### src/rtl/rope_pkg.sv
// Shared types and fixed-point constants for the rope scheduler.
package rope_pkg;

  typedef enum logic [1:0] {
    S_IDLE  = 2'd0,
    S_MOVE  = 2'd1,
    S_SPAWN = 2'd2
  } state_t;

  localparam int FIXED_POINT_MULTIPLIER = 64;
  localparam int XFP_W                  = 17;
  localparam int IDX_W                  = 2;

endpackage

### src/rtl/rope_free_slot_finder.sv
// Priority encoder: reports the lowest-index slot whose active bit is clear.
module rope_free_slot_finder
  import rope_pkg::*;
(
  input  logic [3:0]       i_active,
  output logic             o_valid,
  output logic [IDX_W-1:0] o_idx
);

  // Scan from the top down so the lowest free index is the last one written.
  always_comb begin
    o_valid = 1'b0;
    o_idx   = '0;
    for (int i = 3; i >= 0; i--) begin
      if (!i_active[i]) begin
        o_valid = 1'b1;
        o_idx   = IDX_W'(i);
      end
    end
  end

endmodule

### src/rtl/rope_scheduler.sv
// Per-frame rope slot scheduler: moves active ropes one slot per cycle, retires
// them past the right edge, and spawns a new rope every SPAWN_PERIOD frames.
module rope_scheduler
  import rope_pkg::*;
#(
  parameter int NUM_ROPES    = 4,
  parameter int X_SPEED      = 30,
  parameter int X_START      = 0,
  parameter int X_LIMIT      = 640,
  parameter int Y_BASE       = 100,
  parameter int Y_STEP       = 80,
  parameter int SPAWN_PERIOD = 60
) (
  input  logic                 clk,
  input  logic                 reset,
  input  logic                 startOfFrame,
  input  logic                 pause,
  input  logic                 kill_valid,
  input  logic [IDX_W-1:0]     kill_idx,
  output logic signed [10:0]   topLeftX [NUM_ROPES],
  output logic signed [10:0]   topLeftY [NUM_ROPES],
  output logic [NUM_ROPES-1:0] rope_active,
  output logic                 spawn_pulse,
  output logic                 busy
);

  localparam int CNT_W = (SPAWN_PERIOD > 1) ? $clog2(SPAWN_PERIOD) : 1;
  localparam logic [CNT_W-1:0] CNT_LAST   = CNT_W'(SPAWN_PERIOD - 1);
  localparam logic [XFP_W-1:0] XFP_START  = XFP_W'(X_START * FIXED_POINT_MULTIPLIER);
  localparam logic [XFP_W:0]   XFP_LIMIT  = (XFP_W + 1)'(X_LIMIT * FIXED_POINT_MULTIPLIER);
  localparam logic [XFP_W:0]   XFP_SPEED  = (XFP_W + 1)'(X_SPEED);
  localparam logic [IDX_W-1:0] SLOT_LAST  = IDX_W'(NUM_ROPES - 1);

  state_t                 r_state;
  state_t                 w_next;
  logic [IDX_W-1:0]       r_slot;
  logic [XFP_W-1:0]       r_xfp [NUM_ROPES];
  logic [NUM_ROPES-1:0]   r_active;
  logic [CNT_W-1:0]       r_frame_cnt;

  logic                   w_free_valid;
  logic [IDX_W-1:0]       w_free_idx;
  logic [XFP_W:0]         w_moved;
  logic                   w_kill_move;
  logic                   w_spawn_due;
  logic                   w_spawn_ok;

  rope_free_slot_finder u_finder (
    .i_active (r_active),
    .o_valid  (w_free_valid),
    .o_idx    (w_free_idx)
  );

  // One extra bit on the sum so the retire compare cannot wrap.
  assign w_moved     = {1'b0, r_xfp[r_slot]} + XFP_SPEED;
  assign w_kill_move = kill_valid && (kill_idx == r_slot);
  assign w_spawn_due = (r_state == S_SPAWN) && (r_frame_cnt == CNT_LAST);
  assign w_spawn_ok  = w_spawn_due && w_free_valid &&
                       !(kill_valid && (kill_idx == w_free_idx));

  always_ff @(posedge clk) begin
    if (reset) r_state <= S_IDLE;
    else       r_state <= w_next;
  end

  always_comb begin
    w_next = r_state;
    case (r_state)
      S_IDLE:  if (startOfFrame && !pause) w_next = S_MOVE;
      S_MOVE:  if (r_slot == SLOT_LAST) w_next = S_SPAWN;
      S_SPAWN: w_next = S_IDLE;
      default: w_next = S_IDLE;
    endcase
  end

  always_ff @(posedge clk) begin
    if (reset) begin
      r_slot      <= '0;
      r_active    <= '0;
      r_frame_cnt <= '0;
      for (int i = 0; i < NUM_ROPES; i++) r_xfp[i] <= '0;
    end else begin
      if (r_state == S_MOVE) r_slot <= r_slot + 1'b1;
      else                   r_slot <= '0;

      if ((r_state == S_MOVE) && r_active[r_slot] && !w_kill_move) begin
        if (w_moved >= XFP_LIMIT) begin
          r_active[r_slot] <= 1'b0;
          r_xfp[r_slot]    <= XFP_START;
        end else begin
          r_xfp[r_slot]    <= w_moved[XFP_W-1:0];
        end
      end

      if (r_state == S_SPAWN) begin
        if (r_frame_cnt == CNT_LAST) r_frame_cnt <= '0;
        else                         r_frame_cnt <= r_frame_cnt + 1'b1;
        if (w_spawn_ok) begin
          r_active[w_free_idx] <= 1'b1;
          r_xfp[w_free_idx]    <= XFP_START;
        end
      end

      // Placed last so a kill overrides any move or spawn on the same slot.
      if (kill_valid) r_active[kill_idx] <= 1'b0;
    end
  end

  assign rope_active = r_active;
  assign spawn_pulse = w_spawn_ok;
  assign busy        = (r_state != S_IDLE);

  for (genvar g = 0; g < NUM_ROPES; g++) begin : g_pos
    assign topLeftX[g] = $signed(r_xfp[g][XFP_W-1:6]);
    assign topLeftY[g] = $signed(11'(Y_BASE + g * Y_STEP));
  end

endmodule
### config.mk
export PLATFORM = sky130hd
export DESIGN_NAME = rope_scheduler
export DESIGN_NICKNAME = d
export VERILOG_FILES = /design/src/rtl/rope_pkg.sv /design/src/rtl/rope_free_slot_finder.sv /design/src/rtl/rope_scheduler.sv
export SDC_FILE = /design/constraint.sdc
export NUM_CORES = 1
export LEC_CHECK = 0
export ABC_CLOCK_PERIOD_IN_PS = 7400
export CAP_MARGIN = 20
export CORE_ASPECT_RATIO = 0.9
export CORE_MARGIN = 2
export CORE_UTILIZATION = 65
export DETAILED_ROUTE_END_ITERATION = 12
export DONT_BUFFER_PORTS = 1
export GPL_TIMING_DRIVEN = 0
export PLACE_DENSITY = 0.84
export SETUP_SLACK_MARGIN = 0.05
export SLEW_MARGIN = 30
export SYNTH_ARGS = -nofsm -noshare
export SYNTH_HDL_FRONTEND = slang
export SYNTH_SLANG_ARGS = --single-unit
export TNS_END_PERCENT = 5
### constraint.sdc
create_clock -name clk -period 7.4 [get_ports clk]
set_clock_uncertainty 0.15 [all_clocks]
set_input_delay 1.48 -clock clk [delete_from_list [all_inputs] [get_ports clk]]
set_output_delay 1.48 -clock clk [all_outputs]
set_load 0.02 [all_outputs]
# == Yosys cells after proc, flatten, opt, wreduce, memory -nomap -nowiden ==
# Memory sizes are Yosys's and may differ from the RTL's. A register that Yosys moved wholly into a read port is not among the register bits.
# Cells that the tools add are included.
# word_totals
regBits,14
mem_bits_rw,68
output_inout_bits,94
elab_cells,99
memories,1
# mem_list
name,words,word_bits,rd,rd_clocked_by_memory_dff,wr,line_no,text
r_xfp,4,17,5,1,4,rope_scheduler.sv:37,logic [XFP_W-1:0] r_xfp [NUM_ROPES];
# classes
addsub,3
n_lt_le_gt_ge,7
n_eq_ne,8
n_mux,49
bitwise_logic,7
reduce_logical,20
# op_table
operator,count
two-way mux 17 bit,3
OR reduction 17 bit,2
two-way mux 4 bit,7
two-way mux 1 bit,24
adder 17 x 5 -> 18 bit (second input constant),1
greater-or-equal comparator 18 x 16 -> 1 bit (second input constant),1
two-way mux 2 bit,9
logical AND 1 bit,11
less-than comparator 2 x 3 -> 1 bit (second input constant),3
AND 4 bit,2
inverter 4 bit,2
adder 6 x 1 -> 6 bit (second input constant),1
demux 1 bit (select 2 bit),3
equality test 6 bit (second input constant),1
greater-or-equal comparator 2 x 1 -> 1 bit (second input constant),3
two-way mux 6 bit,1
equality test 2 bit,2
equality test 2 bit (second input constant),2
!= test 2 bit (second input constant),2
OR 4 bit,1
one-hot mux 2 bit (2 select lines),1
zero test 1 bit,3
adder 2 x 1 -> 2 bit (second input constant),1
binary-select mux 1 bit (select 2 bit),1
other kinds (7),7

# == Longest topological paths before layout ==
# Gate-level depths: netlist of the first run.
# depth
ltp_word,15
ltp_mapped,10
mapped_depth_nobuf,9

# == By module ==
# From an unflattened synthesis of the first run, not the netlist that was laid out.
# unflattened
cells_unflattened,437
hier_area_um2,4843.4
# modules_own_cells
mod,instances,cells_per_inst,area_each_um2,seq_area_each_um2
rope_scheduler,1,432,4814.6,2202.1
rope_free_slot_finder,1,5,28.8,0.0

# == Least setup slack after synthesis of the first run ==
# OpenSTA, ideal clock, no wires.
# synth_path
path_kind,input-to-reg
from,input kill_idx[1]
to,memory r_xfp[3][10] (enable)
setup_ns,0.392
arrival_time_ns,3.351
required_ns,6.858
slack_ns,3.507
path_stages,6
n_path_buf,0
path_cell_list,or3_1 -> nand3_1 -> o21a_1 -> and2_1 -> a22oi_1 -> o21bai_1
# synth_lines
element,line_no,text
start: declaration,rope_scheduler.sv:19,"input logic [IDX_W-1:0] kill_idx,"
end: declaration,rope_scheduler.sv:37,

# == Worst setup path after layout of the first run ==
# layout_path
from,input kill_idx[1]
to,output spawn_pulse
# layout_between
elab_chain_cells,4
# layout_lines
element,line_no,text
equality test 2 bit,rope_scheduler.sv:59,!(kill_valid && (kill_idx == w_free_idx));
logical AND 1 bit,rope_scheduler.sv:59,
zero test 1 bit,rope_scheduler.sv:59,
logical AND 1 bit,rope_scheduler.sv:58,assign w_spawn_ok = w_spawn_due && w_free_valid &&
end: declaration,rope_scheduler.sv:23,"output logic spawn_pulse,"
# Every way passes these cells.

==> results of run 1 <==
==> power breakdown <==
group / total [mW] / leakage (nW) / switching, mW / internal [mW]
Sequential: 0.500 / 0.734 / 0.00923 / 0.491
Clock: 0.332 / 0.104 / 0.158 / 0.173
Combinational: 0.145 / 1.18 / 0.0884 / 0.0565
Total: 0.977 / 2.02 / 0.256 / 0.721
==> registers in the layout (all words and copies together), names as in the netlist <==
| signal | cells |
|---|---|
| rope_active | 4 |
| r_frame_cnt | 6 |
| r_slot | 2 |
| r_xfp | 64 |
| r_state | 2 |
==> cells by family (layout without fill, tap and decap cells) <==
family                   count (synthesis)  after routing  share of synthesized area
multiplexers                            19             19                     0.0913
XOR/XNOR                                20             20                     0.0382
buffers and inverters                  104            120                      0.163
other                                    2             48                    0.00164
AND/OR/NAND/NOR                        145            145                      0.153
adder cells (fa/ha/maj)                  6              6                     0.0164
flip-flops                              78             78                      0.480
AO/OA/AOI/OAI                           31             31                     0.0567
==> how the worst max path moves through the flow <==
stage                                  startpoint                         to  slack [ns]  depth (start not counted)
after floorplan                       kill_idx[1]     r_xfp[3][10]$_DFFE_PP_        3.51                          6
after global placement                kill_idx[1]      r_xfp[3][6]$_DFFE_PP_        2.79                          6
after detailed placement              kill_idx[1]  r_xfp[1][6]$_SDFFCE_PN0P_        3.36                          5
after CTS                             kill_idx[1]                spawn_pulse        3.41                          3
after global routing      r_state[1]$_SDFFE_PP0P_                spawn_pulse        3.28                          4
final                                 kill_idx[1]                spawn_pulse        3.39                          3
==> final cells by class <==
| type | count | area share |
|---|---|---|
| Clock inverter | 1 | 0.00172 |
| Clock buffer | 15 | 0.0390 |
| Buffer | 94 | 0.139 |
| Inverter | 10 | 0.00736 |
| Sequential cell | 78 | 0.432 |
| Multi-Input combinational cell | 269 | 0.358 |
| Tap cell | 93 | 0.0228 |
==> cells in the mapped netlist (all sizes together), types with 2 or more instances <==
| cell | n | share of area |
|---|---|---|
| a21boi | 2 | 0.0033 |
| nor2b | 2 | 0.0027 |
| xor2 | 8 | 0.015 |
| nand2 | 18 | 0.015 |
| nor2 | 78 | 0.067 |
| ha | 6 | 0.016 |
| nor3 | 11 | 0.013 |
| nand4 | 5 | 0.0068 |
| conb | 2 | 0.0016 |
| o31a | 2 | 0.0038 |
| inv | 10 | 0.0082 |
| and3 | 2 | 0.0027 |
| o21bai | 2 | 0.0057 |
| edfxtp | 64 | 0.42 |
| o21ai | 4 | 0.0044 |
| or2 | 6 | 0.0087 |
| clkbuf | 2 | 0.0016 |
| o211ai | 3 | 0.0049 |
| nor4 | 3 | 0.0074 |
| xnor2 | 12 | 0.023 |
| o311a | 2 | 0.0068 |
| and2 | 4 | 0.0055 |
| buf | 92 | 0.15 |
| a2111oi | 4 | 0.0076 |
| nand3 | 6 | 0.0076 |
| mux4 | 17 | 0.087 |
| dfxtp | 14 | 0.061 |
| or3 | 3 | 0.0041 |
| nand2b | 2 | 0.0027 |
| a21oi | 3 | 0.0033 |
| or4 | 2 | 0.0041 |
| nor3b | 2 | 0.0044 |
==> worst reg2reg max path: cells and delay by family (launching register included) <==
family,cells,cell delay (ns)
DFF,1,0.49
buffers and inverters,3,0.86
muxes,1,0.59
AOI/OAI and AO/OA,1,0.22
and+or+nand+nor,4,0.95
adders and majority gates,1,0.18
==> metal layers <==
layer  vias up  wire [um]
met2       142       4650
met1      1464       3810
met3        11        678
li1       1426          -
met5         -          0
met4         0        164
==> through the flow <==
step | hold slack, ns | total power [mW] | worst slack (ns)
2_1_floorplan | 0.302 | 0.633 | 3.51
3_3_place_gp | 0.349 | 0.649 | 2.79
3_5_place_dp | 0.352 | 0.653 | 3.36
4_1_cts | 0.373 | 0.974 | 3.41
5_1_grt | 0.415 | 1.00 | 3.28
6_report | 0.369 | 0.977 | 3.39
==> qor.yml, run 1 <==
clocking:
  clkTransAtPathRegs_ns: 0.08
  clock_latency_ns: 0.36
  post_cts_buffers: 0
  ctsHoldBuffers: 0
  htree_levels: 3
  tritoncts: "yes"
  clock-sinks: 78
  cts_root_buf: "clkbuf_8"
  ctsResizeCount: 0
  cts_buffers: 9
  clockBufferDepth: 2
die:
  core-area_um2: 6930
  ios: 101
  dieArea_um2: 7750
  initial_utilization: 0.662
  fp.dieH_um: 83.7
  rows: 29
  die_w_um: 92.6
cells_and_area:
  num_antenna_cells: 0
  finish.instance_area_um2: 5100
  final_cells: 560
  fin_nets: 475
  final_cell_mix: "88 x buf_4, 72 x nor2_1, 64 x edfxtp_1"
  mostFrequentLayoutCell: "buf_4"
  nFillCells: 479
  multi_input_area_um2: 1830
  drive_gt1_frac: 0.293
  regArea_um2: 2200
  synthToLayoutAreaGrowth_pct: 11.1
  fin_util: 0.736
worst_setup_path:
  criticalPathCategory: "in2out"
  worst-endpoint-arrival_ns: 2.38
  reg2reg_setup_slack_ns: 3.70
  critical_path_required_ns: 5.77
  crit_path_max_fanout: 6
  cp_cell_sequence: "or3_1 > nand3_1 > o21a_1"
  cp_slowest_cell: "or3_1"
  rr_worst_depth: 10
  critical_path_buf_inv_count: 0
  crit_path_start_kind: "primary input"
  max_stage_delay_ns: 0.35
  rr_startpoint: "r_slot[0]$_SDFF_PP0_"
  end_kind: "output pin"
  cp_top_family: "simple AND/OR/NAND/NOR gates"
  r2r-end: "r_xfp[3][1]$_DFFE_PP_"
synthesis:
  syn_inst: 405
  async_flop_share: 0
  synth-seq-area-share: 0.480
  synthFlopType: "edfxtp_1"
  syn_area_um2: 4590
  ys_seq_elements: 78
  synth_edf_count: 64
  ys_warn_count: 0
  synth_cell_types: 59
  synth_area_per_cell_um2: 11.3
placement:
  dp_cells: 544
  dp_hpwl_um: 6580
  placed_area_um2: 4890
  numPortBuffers: 0
  gp_congestion: 0.888
grt:
  grt_pass1_wl_um: 14700
  met3_usage: 0.0479
  grt_pass1_vias: 2956
  met1_usage: 0.324
  grtUsageTotal: 0.251
  global_route.usage.met2: 0.422
  grt_max_degree: 17
  antenna_found_initial: 0
  grt-busiest-layer: "met2"
  overflow: 0
detailed_routing:
  vias: 3043
  remaining_drc_errors: 0
  dr.first_iter.drc_count: 254
  routedWlPerCell_um: 16.6
  routed_via_density: 5.43
  first_pass_iters: 5
  drt-total-wl_um: 9310
  final_antenna_net_count: 0
timing:
  timing_worst_slew_pin_value_ns: 0.846
  hold_violations: 0
  slew_headroom: 0.436
  setup_viol: 0
  slew_viol_final: 0
  layout_min_cycle_time_ns: 4.01
  fin_tns_setup_ns: 0
  max_clock_freq_mhz: 250
  rsz0062_at_grt: "no"
  period_share: 0.541
hold_path:
  hold_path_depth: 1
  hold_path.class: "reg2reg"
  worstHoldStart: "r_state[1]$_SDFFE_PP0P_"
  min_to: "r_state[0]$_SDFFE_PP0P_"
power_and_ir_drop:
  power.leakage_nw: 2.02
  vdd_drop_max_mv: 0.112
  powerDensity_nw_per_um2: 192
outcome:
  status: "finished clean"
run:
  cap_violations: 0
(Power assumes the default switching activity.)
==> inputs of run 2 (changes only) <==
--- a/config.mk
+++ b/config.mk
@@ -5,15 +5,15 @@
 export SDC_FILE = /design/constraint.sdc
 export NUM_CORES = 1
 export LEC_CHECK = 0
-export ABC_CLOCK_PERIOD_IN_PS = 7400
+export ABC_CLOCK_PERIOD_IN_PS = 4050
 export CAP_MARGIN = 20
 export CORE_ASPECT_RATIO = 0.9
 export CORE_MARGIN = 2
-export CORE_UTILIZATION = 65
+export CORE_UTILIZATION = 64
 export DETAILED_ROUTE_END_ITERATION = 12
 export DONT_BUFFER_PORTS = 1
 export GPL_TIMING_DRIVEN = 0
-export PLACE_DENSITY = 0.84
+export PLACE_DENSITY = 0.83
 export SETUP_SLACK_MARGIN = 0.05
 export SLEW_MARGIN = 30
 export SYNTH_ARGS = -nofsm -noshare
==> constraint.sdc (replaced) <==
create_clock -name clk -period 4.05 [get_ports clk]
set_clock_uncertainty 0.15 [all_clocks]
set_input_delay 0.81 -clock clk [delete_from_list [all_inputs] [get_ports clk]]
set_output_delay 0.81 -clock clk [all_outputs]
set_load 0.02 [all_outputs]
==> qor.yml, run 2 (synthesized netlist as in run 1, its figures left out) <==
outcome:
  status: "finished clean"
grt:
  grt_pass1_vias: 2849
  grt_max_degree: 17
  antenna_found_initial: 0
  grtUsageTotal: 0.234
  overflow: 0
  grt_pass1_wl_um: 14200
timing:
  slew_headroom: 0.457
  period_share: 0.925
  timing_worst_slew_pin_value_ns: 0.809
  slew_viol_final: 0
  setup_viol: 0
  whs_ns: 0.361
  max_clock_freq_mhz: 267
  hold_violations: 0
  layout_min_cycle_time_ns: 3.75
  rsz0062_at_grt: "no"
  fin_tns_setup_ns: 0
die:
  dieArea_um2: 7870
  ios: 101
  initial_utilization: 0.656
  fp.dieH_um: 84.3
  core-area_um2: 7000
  rows: 29
  die_w_um: 93.3
worst_setup_path:
  critical_path_buf_inv_count: 3
  cp_slowest_cell: "mux4_2"
  worst-endpoint-arrival_ns: 3.66
  crit_path_start_kind: "flip-flop"
  cp_top_family: "simple AND/OR/NAND/NOR gates"
  reg2reg_setup_slack_ns: 0.30
  critical_path_required_ns: 3.97
  max_stage_delay_ns: 0.59
  criticalPathCategory: "reg2reg"
  end_kind: "flip-flop"
  cp_cell_sequence: "buf_6 > mux4_2 > inv_1 > ha_1 > nor3b_2 > or2_1 > o311a_4 > or3_1 > clkbuf_1 > nor2_1"
  crit_path_max_fanout: 10
power_and_ir_drop:
  powerDensity_nw_per_um2: 342
  total_power_mw: 1.74
  vdd_drop_max_mv: 0.202
  power.leakage_nw: 2.01
detailed_routing:
  vias: 3035
  first_pass_iters: 5
  routedWlPerCell_um: 15.9
  remaining_drc_errors: 0
  dr.first_iter.drc_count: 268
  routed_via_density: 5.42
  final_antenna_net_count: 0
  drt-total-wl_um: 8890
cells_and_area:
  fin_nets: 476
  regArea_um2: 2200
  num_antenna_cells: 0
  largest_reg_flops: 64
  nFillCells: 470
  multi_input_area_um2: 1820
  final_cell_mix: "88 x buf_4, 72 x nor2_1, 64 x edfxtp_1"
  largest-register: "r_xfp"
  drive_gt1_frac: 0.293
  synthToLayoutAreaGrowth_pct: 10.6
  mostFrequentLayoutCell: "buf_4"
clocking:
  clkTransAtPathRegs_ns: 0.08
  cts_buffers: 9
  post_cts_buffers: 0
  clock-sinks: 78
  ctsHoldBuffers: 0
  clock_latency_ns: 0.35
  cts_root_buf: "clkbuf_8"
  tritoncts: "yes"
  htree_levels: 3
  ctsResizeCount: 0
  clockBufferDepth: 2
placement:
  gp_congestion: 0.932
  numPortBuffers: 0
  dp_hpwl_um: 6510
hold_path:
  hold_path.class: "reg2reg"
run:
  cap_violations: 0
-- run 2: power breakdown --
| part | switching [mW] | internal, mW | total [mW] |
|---|---|---|---|
| sequential | 0.0162 | 0.897 | 0.914 |
| clock | 0.275 | 0.284 | 0.558 |
| combinational | 0.162 | 0.104 | 0.265 |
-- run 2: final timing paths --
| path | cells after the start | endpoint | startpoint |
|---|---|---|---|
| max | 10 | r_xfp[3][1]$_DFFE_PP_ | r_slot[0]$_SDFF_PP0_ |
| min | 1 | r_state[0]$_SDFFE_PP0P_ | r_state[1]$_SDFFE_PP0P_ |
| max reg2reg | 10 | r_xfp[3][1]$_DFFE_PP_ | r_slot[0]$_SDFF_PP0_ |
| min reg2reg | 1 | r_state[0]$_SDFFE_PP0P_ | r_state[1]$_SDFFE_PP0P_ |
-- run 2: layout make-up --
type	count	area share
Sequential cell	78	0.434
Multi-Input combinational cell	269	0.358
Buffer	94	0.140
Clock buffer	12	0.0266
Tap cell	93	0.0229
Clock inverter	3	0.00912
Inverter	10	0.00739
Timing Repair Buffer	1	0.00222
-- run 2: through the flow --
stage	util	cell area (um^2)	cells	worst slack (ns)
after floorplan	-	4760	451	0.827
after CTS	0.725	5080	560	0.324
after global routing	0.725	5080	560	0.0786
after detailed placement	0.699	4890	545	0.356
after global placement	0.697	4880	544	0.0342
final	0.725	5080	560	0.303
-- run 2: routing by layer --
layer	global-route usage	vias to the layer above	part of all wire
li1	-	1421	-
met1	0.319	1458	0.42
met2	0.374	148	0.48
met3	0.0601	8	0.087
met4	0.0709	0	0.011
met5	0	-	0
